==> config.mk <==
export PLATFORM = sky130hd
export DESIGN_NAME = fifo_wr_arbiter
export DESIGN_NICKNAME = d
export VERILOG_FILES = /design/src/rtl/fifo_wr_arbiter.sv
export SDC_FILE = /design/constraint.sdc
export NUM_CORES = 1
export LEC_CHECK = 0
export CAP_MARGIN = 10
export CORE_ASPECT_RATIO = 1.75
export CORE_UTILIZATION = 40
export CTS_CLUSTER_DIAMETER = 200
export CTS_CLUSTER_SIZE = 10
export DETAILED_ROUTE_END_ITERATION = 10
export PLACE_DENSITY = 0.86
export SLEW_MARGIN = 20
export SYNTH_ARGS = -nofsm -noshare
export SYNTH_HDL_FRONTEND = slang
export SYNTH_SLANG_ARGS = --single-unit
export TNS_END_PERCENT = 1
==> constraint.sdc <==
create_clock -name clkA -period 3.2 [get_ports clkA]
set_input_delay 0.8 -clock clkA [delete_from_list [all_inputs] [get_ports clkA]]
set_output_delay 0.8 -clock clkA [all_outputs]
set_load 0.005 [all_outputs]
==> src/rtl/fifo_wr_arbiter.sv <==
// Round-robin, packet-atomic arbiter for the clkA write port of the CDC FIFO.
// Optional idle-owner timeout release: define ARB_TIMEOUT_EN.
module fifo_wr_arbiter #(
    parameter int BITS      = 8,
    parameter int NREQ      = 4,
    parameter int IDW       = 2,
    parameter int MAX_BURST = 4,
    parameter int TIMEOUT   = 15
) (
    input  logic                 clkA,
    input  logic                 rstA,
    input  logic [NREQ-1:0]      req,
    input  logic [NREQ-1:0]      reqLast,
    input  logic [NREQ*BITS-1:0] reqData,
    input  logic                 fifoFull,
    input  logic                 clrErr,
    output logic [NREQ-1:0]      grant,
    output logic                 fifoWrEnable,
    output logic [BITS-1:0]      fifoData,
    output logic [IDW-1:0]       ownerId,
    output logic                 locked,
    output logic                 burstErr
);

    typedef enum logic {
        IDLE,
        LOCKED
    } state_t;

    if (NREQ < 2 || NREQ > 8 || IDW < $clog2(NREQ) ||
        MAX_BURST < 1 || MAX_BURST > 15 ||
        TIMEOUT < 1 || TIMEOUT > 15) begin : g_param_chk
        $error("fifo_wr_arbiter: parameter out of range");
    end

    state_t         state;
    state_t         state_nx;
    logic [IDW-1:0] rr_ptr;
    logic [IDW-1:0] ptr_nx;
    logic [IDW-1:0] owner_nx;
    logic [3:0]     beat_cnt;
    logic [3:0]     cnt_nx;
    logic [3:0]     beat_inc;
    logic [IDW-1:0] pick;
    logic           pick_vld;
    logic [IDW-1:0] sel;
    logic           accept;
    logic           ends;
    logic           overrun;
    logic           err_set;
    logic           err_nx;
`ifdef ARB_TIMEOUT_EN
    logic [3:0]     idle_cnt;
    logic [3:0]     idle_nx;
`endif

    // Rotating priority search: first requester after rr_ptr, with wrap.
    always_comb begin
        pick     = '0;
        pick_vld = 1'b0;
        for (int k = NREQ; k >= 1; k--) begin
            if (req[(int'(rr_ptr) + k) % NREQ]) begin
                pick     = IDW'((int'(rr_ptr) + k) % NREQ);
                pick_vld = 1'b1;
            end
        end
    end

    // Same-cycle grant; nothing is accepted in reset or while the FIFO is full.
    always_comb begin
        grant = '0;
        sel   = (state == IDLE) ? pick : ownerId;
        if (rstA && !fifoFull) begin
            if (state == IDLE) begin
                if (pick_vld) begin
                    grant[pick] = 1'b1;
                end
            end else if (req[ownerId]) begin
                grant[ownerId] = 1'b1;
            end
        end
    end

    assign accept       = |grant;
    assign fifoWrEnable = accept;
    assign fifoData     = accept ? reqData[int'(sel)*BITS +: BITS] : '0;
    assign beat_inc     = beat_cnt + 4'd1;
    assign overrun      = ~reqLast[sel] & (beat_inc == 4'(MAX_BURST));
    assign ends         = reqLast[sel] | overrun;
    assign locked       = (state == LOCKED);
    assign err_nx       = err_set | (burstErr & ~clrErr);

    // Packet tracking: ownership, beat count and fairness pointer.
    always_comb begin
        state_nx = state;
        owner_nx = ownerId;
        ptr_nx   = rr_ptr;
        cnt_nx   = beat_cnt;
        err_set  = 1'b0;
`ifdef ARB_TIMEOUT_EN
        idle_nx  = idle_cnt;
`endif
        if (accept) begin
            owner_nx = sel;
            err_set  = overrun;
`ifdef ARB_TIMEOUT_EN
            idle_nx  = '0;
`endif
            if (ends) begin
                state_nx = IDLE;
                ptr_nx   = sel;
                cnt_nx   = '0;
            end else begin
                state_nx = LOCKED;
                cnt_nx   = beat_inc;
            end
        end
`ifdef ARB_TIMEOUT_EN
        else if (state == LOCKED && !req[ownerId] && !fifoFull) begin
            if (idle_cnt == 4'(TIMEOUT - 1)) begin
                state_nx = IDLE;
                ptr_nx   = ownerId;
                cnt_nx   = '0;
                idle_nx  = '0;
                err_set  = 1'b1;
            end else begin
                idle_nx = idle_cnt + 4'd1;
            end
        end
`endif
    end

    // State registers; reset aborts any packet in flight.
    always_ff @(posedge clkA or negedge rstA) begin
        if (!rstA) begin
            state    <= IDLE;
            ownerId  <= '0;
            rr_ptr   <= IDW'(NREQ - 1);
            beat_cnt <= '0;
            burstErr <= 1'b0;
`ifdef ARB_TIMEOUT_EN
            idle_cnt <= '0;
`endif
        end else begin
            state    <= state_nx;
            ownerId  <= owner_nx;
            rr_ptr   <= ptr_nx;
            beat_cnt <= cnt_nx;
            burstErr <= err_nx;
`ifdef ARB_TIMEOUT_EN
            idle_cnt <= idle_nx;
`endif
        end
    end

endmodule

==> flow_summary_export.csv, run 1 <==
group,metric,value,unit
die,initial_cell_density_of_the_core,42.1,%
placement,buffers_on_ports,60,
die,fp.dieW,43.7,um
pwr,vdd_drop_max,0.709,mV
clocking,clkSinkCount,10,
placement,placedCellCount,238,
synthesis,syn-mean-instance-area,9.60,um2
synthesis,synth_fa_ha_area_share,2.05,%
global_routing,antenna_violations_before_repair,0,
synthesis,synth_sequential_area_ratio,20.7,%
pwr,pwr_density_cell,755,nW/um2
global_routing,grt_first_pass_wirelength,7390,um
die,design.core.area,2900,um2
route,detail-route-antenna-nets,0,
worst_setup_path,critPathTopFamily,"multiplexers",
route,wl_per_cell,18.0,um
sta,finalHoldViolCount,0,
worst_setup_path,worstPathCellList,"buf_8 > mux2i_1 > o22a_2 > o21ai_4 > mux2i_4 > buf_12 > buf_6 > mux4_2 > and2_4 > buf_6",
clocking,clock_insertion_delay_worst_skew,240,ps
synthesis,yosysUniqueCellTypes,48,
worst_setup_path,setup.worst_path.end_class,"output port",
synthesis,synth_top_flop_cell,"sky130_fd_sc_hd__dfrtp_1",
die,num_io_pins,61,
synthesis,ys_ff_latch,10,
hold_path,hold_path_end,"rr_ptr[0]$_DFFE_PN1P_",
worst_setup_path,ff2ff_path_depth,10,
worst_setup_path,cpMostUsedCell,"sky130_fd_sc_hd__buf_6",
synthesis,synth_edf_count,0,
worst_setup_path,worst_r2r_startpoint,"rr_ptr[1]$_DFFE_PN1P_",
sta,finalMaxSlewViolations,0,
synthesis,yosys.area_share.simple,22.8,%
finish,post-route-cell-area,2270,um2
finish,final_layout_size_suffix_gt1_share,40.8,%
placement,place_area,2060,um2
sta,period_needed,3290,ps
worst_setup_path,ff2ff_setup_slack,770,ps
synthesis,synth_top_family_by_area,"compound AO/OA/AOI/OAI gates",
outcome,failing_checks,"DRC, setup timing",
finish,design.final.nets,275,
sta,grt_setup_unrepaired,"true",
synthesis,yosys-mux-area-fraction,21.5,%
global_routing,track_usage,30.5,%
sta,fin_skew,4.88,ps
placement,gp_routability_congestion,0.893,
route,first_pass_iters,7,
placement,dp_hpwl,3590,um
synthesis,postSynthNetCount,173,
finish,area_growth,85.9,%
synthesis,ys_top_cells_by_area,"sky130_fd_sc_hd__dfrtp_1, sky130_fd_sc_hd__mux4_1, sky130_fd_sc_hd__dfstp_2",
die,die-height,75.0,um
sta,final_critical_path_setup_slack,-93.8,ps
synthesis,synth_top_area_share,16.4,%
route,dr_total_vias,1520,
sta,timing_worst_slew_pin_value,483,ps
outcome,run_status,"finished with violations",
clocking,tritoncts.num_buffers,3,
global_routing,global_route.overflow_total,0,
global_routing,grt_start_max_net_pins,13,
worst_setup_path,cp_max_fo,8,
route,routed_via_density,5.94,
route,detail_route.drc_violations,3,
die,floorplan.die_area,3280,um2
clocking,tritoncts,"yes",
clocking,cts_htree_levels,1,
worst_setup_path,crit_slowest_cell,"sky130_fd_sc_hd__mux4_2",
global_routing,first_global_vias,1637,
synthesis,synthesis.area,1220,um2
route,routed_wl,4620,um
synthesis,synthesis.instances,127,
worst_setup_path,cp.arrival,2490,ps
sta,slew_headroom,67.8,%
synthesis,yosysWarnings,0,
synthesis,share_of_the_synthesized_netlist_area_taken_by_xor_and_xnor_gates,0,%
hold_path,hold_path.startpoint,"rr_ptr[0]$_DFFE_PN1P_",
clocking,clock_path_buffers,2,
worst_setup_path,worst_r2r_endpoint,"beat_cnt[2]$_DFFE_PN0P_",
die,row_count,26,
worst_setup_path,criticalPathCategory,"in -> out",
hold_path,whs_path_depth,2,
synthesis,netlist.top_cell.by_area,"sky130_fd_sc_hd__dfrtp_1",
clocking,clock_input_transition_at_the_sequential_cells_of_the_worst_setup_and_hold_paths,50,ps
clocking,clockRootBuffer,"sky130_fd_sc_hd__clkbuf_8",
worst_setup_path,cp_slowest_stage_delay,490,ps
sta,worst_hold_slack,532,ps
sta,finalCritPeriodShare,103,%
sta,final-setup-viol-count,9,
hold_path,min-delay-path-class,"reg -> reg",
job,max_cap_viol_count,0,
finish,antenna-diode-count,0,
synthesis,synth_async_sr_flop_share,100,%
synthesis,yosys.cell_count.top_type,"sky130_fd_sc_hd__nand2_1",
sta,fmax,304,MHz
synthesis,synth_compound_gate_area_share,29.1,%
worst_setup_path,start_kind,"input port",
worst_setup_path,cp_num_buf_inv,4,
finish,finalNonFillerCells,256,
worst_setup_path,worst_ep_required_time,2400,ps
route,drtIter0Drc,55,
worst_setup_path,critical_path.startpoint,"req[3]",
pwr,cellLeakagePower,0.995,nW
synthesis,synth.cells.most_frequent,"sky130_fd_sc_hd__nand2_1, sky130_fd_sc_hd__a21oi_1, sky130_fd_sc_hd__and2_1, sky130_fd_sc_hd__dfrtp_1",
how the worst max path moves through the flow:
stage,end,cells after the start
after global routing,fifoData[2],10
after global placement,fifoData[2],9
after CTS,fifoData[2],10
after detailed placement,fifoData[3],9
final,fifoData[2],10
after floorplan,fifoData[0],6
metrics by stage:
step	worst slack, ps	TNS [ps]	util, %	power (mW)
6_report	-93.8	-401	78.3	1.71
5_1_grt	-162	-1060	78.3	1.82
4_1_cts	-115	-614	78.0	1.70
3_5_place_dp	-900	-9850	71.3	1.34
3_3_place_gp	-834	-9030	71.3	1.30
2_1_floorplan	127	0	-	0.851
final cells by class:
| cell class | count | area, um2 |
|---|---|---|
| sequential | 10 | 253 |
| multi-input combinational | 108 | 941 |
| fill | 187 | 629 |
| clock buffer | 4 | 55.1 |
| inverter | 2 | 7.51 |
| tap | 28 | 35.0 |
| timing repair buffer | 104 | 975 |
tightest hold or removal path: stages (launching register included):
cell and delay, ps:
sky130_fd_sc_hd__dfstp_2 380, sky130_fd_sc_hd__nand2_1 60, sky130_fd_sc_hd__o21ai_0 80
routing by layer:
layer | global-route usage (%) | vias to the layer above | routed length (um) | part of all wire (%)
met5 | 0 | - | 0 | 0
met4 | 13.2 | 0 | 215 | 4.7
met3 | 3.36 | 26 | 258 | 5.6
met2 | 62.4 | 90 | 2630 | 57
met1 | 28.8 | 711 | 1520 | 33
li1 | - | 693 | - | -
cells in the final DEF, fill, tap and decap left out, types with 3 or more instances in the layout:
| master | netlist | final |
|---|---|---|
| sky130_fd_sc_hd__and2_1 | 8 | 4 |
| sky130_fd_sc_hd__dfrtp_1 | 8 | 8 |
| sky130_fd_sc_hd__buf_8 | 0 | 3 |
| sky130_fd_sc_hd__mux4_2 | 2 | 8 |
| sky130_fd_sc_hd__nand3_1 | 5 | 5 |
| sky130_fd_sc_hd__clkdlybuf4s50_1 | 0 | 46 |
| sky130_fd_sc_hd__a21o_1 | 3 | 3 |
| sky130_fd_sc_hd__nor2b_1 | 4 | 4 |
| sky130_fd_sc_hd__nand2b_1 | 7 | 6 |
| sky130_fd_sc_hd__nand2_1 | 14 | 14 |
| sky130_fd_sc_hd__buf_2 | 5 | 5 |
| sky130_fd_sc_hd__buf_6 | 1 | 11 |
| sky130_fd_sc_hd__clkbuf_8 | 0 | 4 |
| sky130_fd_sc_hd__a21oi_1 | 8 | 8 |
| sky130_fd_sc_hd__and2_4 | 0 | 4 |
| sky130_fd_sc_hd__buf_4 | 0 | 35 |
| sky130_fd_sc_hd__o21ai_0 | 7 | 7 |
power by group:
| part | leakage [nW] | switching, mW | internal [mW] | total, mW |
|---|---|---|---|---|
| logic | 0.845 | 0.524 | 0.766 | 1.29 |
| registers | 0.122 | 0.0858 | 0.181 | 0.266 |
| clock network | 0.0288 | 0.0478 | 0.108 | 0.156 |
flip-flops by register name, summed over array words and instances, names as in the netlist:
register / count
rr_ptr: 2
ownerId: 2
beat_cnt: 4
burstErr: 1
locked: 1
what timing repair did:
action,4_1_cts,5_1_grt
hold buffers,0,0
endpoints found under the hold margin,0,0
resized for setup,86,1
buffers inserted,14,0
setup endpoints to repair,13,10
gates cloned,0,0
pin swaps,13,4
cell families after synthesis:
group,after synthesis
and+or+nand+nor,50
buffers and inverters,9
DFF,10
AOI/OAI and AO/OA,44
muxes,12
adders and majority gates,2
Note: power is estimated with default switching activity, not from simulation.
==> inputs of run 2 (changes only) <==
--- a/config.mk
+++ b/config.mk
@@ -5,8 +5,9 @@
 export SDC_FILE = /design/constraint.sdc
 export NUM_CORES = 1
 export LEC_CHECK = 0
-export CAP_MARGIN = 10
+export CAP_MARGIN = 20
 export CORE_ASPECT_RATIO = 1.75
+export CORE_MARGIN = 1.5
 export CORE_UTILIZATION = 40
 export CTS_CLUSTER_DIAMETER = 200
 export CTS_CLUSTER_SIZE = 10
==> run 2 against run 1 <==
Compared with the run above: maximum frequency shrank 2.0%; critical endpoint is now fifoData[6]; clock skew shrank 3.2 ps; critical path depth unchanged; worst setup slack lost 68 ps; worst hold slack better by 16 ps; combinational power barely moved; via count is 1.6% lower; the run still ends with DRC, setup timing left; sequential power shrank 3%.
==> flow_summary_export.csv, run 2 (synthesis gave the netlist of run 1 again) <==
group,metric,value,unit
outcome,run_status,"finished with violations",
outcome,failing_checks,"DRC, setup timing",
global_routing,global_route.overflow_total,0,
route,detail_route.drc_violations,3,
sta,finalHoldViolCount,0,
finish,layout.cells.most_common,"sky130_fd_sc_hd__clkdlybuf4s50_1",
pwr,combPwrFrac,74.9,%
clocking,clock_input_transition_at_the_sequential_cells_of_the_worst_setup_and_hold_paths,50,ps
sta,slew_headroom,70.2,%
worst_setup_path,cp_num_cells,10,
sta,tns,-1270,ps
worst_setup_path,worstPathCellList,"buf_8 > mux2i_2 > o22a_2 > o21ai_4 > mux2i_4 > clkbuf_16 > buf_6 > mux4_2 > and2_4 > buf_6",
global_routing,globalRoute.busiestLayer,"met2",
finish,area_growth,80.5,%
worst_setup_path,critical_path.startpoint,"req[3]",
sta,finalCritPeriodShare,105,%
pwr,switching_power_as_a_share_of_total_power,38.8,%
sta,worst_hold_slack,548,ps
placement,place_area,2030,um2
finish,regMostFlops,"beat_cnt",
finish,final_layout_size_suffix_gt1_share,38.7,%
sta,period_needed,3360,ps
clocking,clockRootBuffer,"sky130_fd_sc_hd__clkbuf_8",
finish,largestRegisters,"beat_cnt (4), ownerId (2), rr_ptr (2)",
worst_setup_path,worst_ep_required_time,2400,ps
clocking,clkSinkCount,10,
route,first_pass_iters,8,
pwr,power_frac_clock,9.7,%
hold_path,whs_path_depth,2,
worst_setup_path,critPathTopFamily,"multiplexers",
die,num_io_pins,61,
placement,placedCellCount,234,
route,drtIter0Drc,37,
worst_setup_path,crit_slowest_cell,"sky130_fd_sc_hd__mux4_2",
sta,final-setup-viol-count,10,
worst_setup_path,cp_max_fo,5,
route,wl_per_cell,17.7,um
global_routing,grt_first_pass_wirelength,7090,um
die,floorplan.die_area,3400,um2
hold_path,min-delay-path-class,"reg -> reg",
global_routing,global_route_met3_utilization,6.16,%
clocking,tritoncts,"yes",
clocking,tritoncts.num_buffers,3,
finish,largest_register_ff_count,4,
worst_setup_path,ff2ff_path_depth,12,
sta,grt_setup_unrepaired,"true",
worst_setup_path,cpMostUsedCell,"sky130_fd_sc_hd__buf_6",
global_routing,track_usage,28.1,%
worst_setup_path,setup.worst_path.end_class,"output port",
clocking,clock_path_buffers,2,
pwr,cellLeakagePower,0.994,nW
global_routing,globalRouteMet2Util,52.5,%
hold_path,hold_path.startpoint,"rr_ptr[0]$_DFFE_PN1P_",
global_routing,antenna_violations_before_repair,0,
worst_setup_path,start_kind,"input port",
worst_setup_path,worst_r2r_startpoint,"rr_ptr[1]$_DFFE_PN1P_",
die,die-height,76.0,um
global_routing,globalRouteMet1Util,26.0,%
job,max_cap_viol_count,0,
pwr,p_int,1.03,mW
route,routed_via_density,5.98,
die,fp.dieW,44.7,um
finish,mostFrequentLayoutCells,"sky130_fd_sc_hd__clkdlybuf4s50_1, sky130_fd_sc_hd__buf_4, sky130_fd_sc_hd__nand2_1",
pwr,pwr_density_cell,764,nW/um2
global_routing,grt_start_max_net_pins,13,
pwr,vdd_drop_max,0.482,mV
route,routed_wl,4420,um
sta,finalMaxSlewViolations,0,
sta,fmax,297,MHz
pwr,power.net_switching,0.652,mW
die,design.core.area,2900,um2
placement,dp_hpwl,3290,um
worst_setup_path,criticalPathCategory,"in -> out",
placement,buffers_on_ports,60,
clocking,hold_buffers,0,
worst_setup_path,cp_slowest_stage_delay,490,ps
finish,design.final.nets,269,
finish,antenna-diode-count,0,
finish,post-route-cell-area,2200,um2
route,dr_total_vias,1496,
finish,finalNonFillerCells,250,
placement,preCtsSetupSlack,-908,ps
sta,timing_worst_slew_pin_value,447,ps
clocking,clock_insertion_delay_worst_skew,240,ps
pwr,power.sequential.fraction,15.4,%
worst_setup_path,cp_num_buf_inv,4,
sta,final_critical_path_setup_slack,-162,ps
route,detail-route-antenna-nets,0,
placement,gp_routability_congestion,0.890,
clocking,cts_htree_levels,1,
sta,fin_skew,1.65,ps
global_routing,first_global_vias,1617,
die,initial_cell_density_of_the_core,42.1,%
die,row_count,26,
worst_setup_path,cp.arrival,2560,ps
run 2: area by class of cell:
| cell class | count | area [um2] |
|---|---|---|
| sequential | 10 | 253 |
| clock buffer | 4 | 55.1 |
| tap | 28 | 35.0 |
| multi-input combinational | 108 | 931 |
| fill | 186 | 696 |
| timing repair buffer | 98 | 918 |
| inverter | 2 | 7.51 |
run 2: timing repair:
item / CTS / global route
buffers inserted: 10 / 1
gates resized for setup: 66 / 12
cloned: 1 / 0
endpoints found under the setup margin: 13 / 12
pin swaps: 9 / 2
run 2: worst paths after layout:
path | end | slack (ps)
worst min register to register | rr_ptr[0]$_DFFE_PN1P_ | 550
worst max-delay path | fifoData[6] | -160
max in group asynchronous | rr_ptr[0]$_DFFE_PN1P_ | 2100
worst max register to register | rr_ptr[1]$_DFFE_PN1P_ | 750
min in group asynchronous | ownerId[1]$_DFFE_PN0P_ | 880
worst min-delay path | rr_ptr[0]$_DFFE_PN1P_ | 550
run 2: per-layer routing:
metal  vias to the layer above  routed length, um
met3                        18                310
met1                       703               1390
met4                         0                155
li1                        679                  -
met5                         -                  0
met2                        96               2570
run 2: power groups by stage:
stage / clock (mW) / combinational (mW) / sequential [mW]
2_1_floorplan: 0 / 0.630 / 0.221
3_3_place_gp: 0 / 1.02 / 0.252
3_5_place_dp: 0 / 1.05 / 0.257
4_1_cts: 0.163 / 1.24 / 0.255
5_1_grt: 0.171 / 1.34 / 0.265
6_report: 0.163 / 1.26 / 0.259
run 2: tightest hold or removal path, cell delays in order, from the launching register on:
cell                      delay, ps
sky130_fd_sc_hd__dfstp_2        390
sky130_fd_sc_hd__nand2_1         60
sky130_fd_sc_hd__o21ai_0         80
run 2: stage by stage:
| step | util [%] | power, mW |
|---|---|---|
| floorplan | - | 0.851 |
| global placement | 70.3 | 1.27 |
| detailed placement | 70.3 | 1.31 |
| CTS | 75.2 | 1.66 |
| global route | 76.0 | 1.78 |
| finish | 76.0 | 1.68 |
==> inputs of run 3 (changes only) <==
--- a/config.mk
+++ b/config.mk
@@ -12,7 +12,9 @@
 export CTS_CLUSTER_DIAMETER = 200
 export CTS_CLUSTER_SIZE = 10
 export DETAILED_ROUTE_END_ITERATION = 10
+export GPL_ROUTABILITY_DRIVEN = 0
 export PLACE_DENSITY = 0.86
+export SKIP_LAST_GASP = 1
 export SLEW_MARGIN = 20
 export SYNTH_ARGS = -nofsm -noshare
 export SYNTH_HDL_FRONTEND = slang
==> run 3 against run 2 <==
Compared with the run above: global-route usage is 1.5 points higher; critical endpoint is now fifoData[2]; clock power is 14% lower; critical path depth stayed put; critical path type unchanged; the flow still finishes with violations (DRC, setup timing).
==> flow_summary_export.csv, run 3 (synthesis gave the netlist of run 1 again) <==
group,metric,value,unit
route,detail-route-antenna-nets,0,
placement,dp_hpwl,3340,um
global_routing,grt_start_max_net_pins,13,
route,wl_met2,2720,um
worst_setup_path,ff2ff_path_depth,9,
finish,antenna-diode-count,0,
worst_setup_path,start_kind,"input port",
die,num_io_pins,61,
worst_setup_path,worstPathCellList,"buf_2 > nand2b_4 > a21boi_4 > o21ai_4 > mux2i_4 > buf_12 > buf_6 > mux4_2 > and2_4 > buf_6",
die,initial_cell_density_of_the_core,42.1,%
sta,period_needed,3320,ps
outcome,failing_checks,"DRC, setup timing",
worst_setup_path,cp_slowest_stage_delay,490,ps
worst_setup_path,crit_slowest_cell,"sky130_fd_sc_hd__mux4_2",
route,dr_total_vias,1491,
finish,layout.cells.most_common,"sky130_fd_sc_hd__clkdlybuf4s50_1",
finish,mostFrequentLayoutCells,"sky130_fd_sc_hd__clkdlybuf4s50_1, sky130_fd_sc_hd__buf_4, sky130_fd_sc_hd__nand2_1",
hold_path,min-delay-path-class,"reg -> reg",
worst_setup_path,cp.arrival,2520,ps
finish,area_growth,80.2,%
sta,fmax,301,MHz
route,routed-wl-met3,320,um
pwr,vdd_drop_max,0.528,mV
finish,largestRegisters,"beat_cnt (4), ownerId (2), rr_ptr (2)",
route,first_pass_iters,8,
die,die-height,76.0,um
sta,final_critical_path_setup_slack,-121,ps
finish,design.final.nets,268,
global_routing,global_route.overflow_total,0,
hold_path,whs_path_depth,2,
job,max_cap_viol_count,0,
clocking,tritoncts.num_buffers,3,
worst_setup_path,cp_num_cells,10,
die,design.core.area,2900,um2
global_routing,grt_first_pass_wirelength,7590,um
worst_setup_path,ff2ff_setup_slack,790,ps
die,floorplan.die_area,3400,um2
pwr,cellLeakagePower,0.948,nW
global_routing,track_usage,29.6,%
finish,finalNonFillerCells,249,
sta,slew_headroom,69.4,%
outcome,run_status,"finished with violations",
die,fp.dieW,44.7,um
pwr,pwr_density_cell,780,nW/um2
clocking,clock_path_buffers,2,
sta,timing_worst_slew_pin_value,459,ps
clocking,clock_input_transition_at_the_sequential_cells_of_the_worst_setup_and_hold_paths,40,ps
route,wl_per_cell,18.8,um
worst_setup_path,criticalPathCategory,"in -> out",
global_routing,first_global_vias,1658,
sta,grt_setup_unrepaired,"true",
clocking,clock_insertion_delay_worst_skew,240,ps
finish,final_layout_size_suffix_gt1_share,38.9,%
sta,final-setup-viol-count,12,
worst_setup_path,cp_max_fo,4,
finish,largest_register_ff_count,4,
clocking,tritoncts,"yes",
route,m1WireLength,1500,um
placement,place_area,2030,um2
route,drtIter0Drc,44,
placement,preCtsSetupSlack,-876,ps
clocking,clockRootBuffer,"sky130_fd_sc_hd__clkbuf_8",
worst_setup_path,cp_num_buf_inv,4,
route,routed_via_density,5.99,
worst_setup_path,critPathTopFamily,"multiplexers",
sta,finalMaxSlewViolations,0,
route,detail_route.drc_violations,3,
global_routing,antenna_violations_before_repair,0,
placement,placedCellCount,234,
worst_setup_path,setup.worst_path.end_class,"output port",
finish,post-route-cell-area,2200,um2
sta,finalCritPeriodShare,104,%
worst_setup_path,worst_ep_required_time,2400,ps
die,row_count,26,
sta,fin_skew,8.62,ps
route,routed_wl,4680,um
clocking,clkSinkCount,10,
worst_setup_path,cpMostUsedCell,"sky130_fd_sc_hd__buf_6",
placement,buffers_on_ports,60,
clocking,cts_htree_levels,1,
finish,regMostFlops,"beat_cnt",
sta,tns,-938,ps
sta,finalHoldViolCount,0,
route,maxUsedRoutingLayer,"met4",
[run 3: cell count changes in the layout (fill, tap and decap cells not counted), sizes merged]
cell / before / now
dlymetal6s2s: 2 / 0
clkbuf: 7 / 4
clkdlybuf4s50: 45 / 48
buf: 47 / 48
[run 3: metrics by stage]
stage	hold WS [ps]	total power, mW	utilization (%)
6_report	539	1.71	75.8
4_1_cts	538	1.66	74.9
3_3_place_gp	503	1.27	70.3
3_5_place_dp	531	1.31	70.3
5_1_grt	566	1.81	75.8
2_1_floorplan	475	0.851	-
[run 3: repair_timing]
item	CTS	global route
setup endpoints to repair	13	13
hold buffers	0	0
cloned	1	0
resized for setup	72	8
buffers inserted	9	2
pin swaps	12	4
[run 3: area by class of cell]
cell class                      instances  area (um2)
Fill cell                             206         699
Inverter                                2        7.51
Tap cell                               28        35.0
Sequential cell                        10         253
Multi-Input combinational cell        108         931
Clock buffer                            4        45.0
Timing Repair Buffer                   97         925
[run 3: final timing paths]
kind,to,start
setup reg to reg,beat_cnt[2]$_DFFE_PN0P_,rr_ptr[1]$_DFFE_PN1P_
max in group asynchronous,rr_ptr[0]$_DFFE_PN1P_,rstA
hold reg to reg,rr_ptr[0]$_DFFE_PN1P_,rr_ptr[0]$_DFFE_PN1P_
hold / removal,rr_ptr[0]$_DFFE_PN1P_,rr_ptr[0]$_DFFE_PN1P_
setup / recovery,fifoData[2],req[2]
min in group asynchronous,ownerId[1]$_DFFE_PN0P_,rstA
[run 3: per-layer routing]
metal | GRT usage (%) | vias up
met2 | 54.1 | 96
li1 | - | 678
met1 | 31.8 | 701
met4 | 11.8 | 0
met3 | 3.79 | 16
met5 | 0 | -
[run 3: power by group]
part | leakage (nW) | total, mW | switching [mW] | internal (mW)
Clock | 0.0228 | 0.140 | 0.0522 | 0.0874
Sequential | 0.122 | 0.260 | 0.0789 | 0.181
Combinational | 0.804 | 1.31 | 0.548 | 0.764
[run 3: worst min-delay path: stages, from the launching register on]
cell and delay, ps:
sky130_fd_sc_hd__dfstp_2 390, sky130_fd_sc_hd__nand2_1 60, sky130_fd_sc_hd__o21ai_0 80
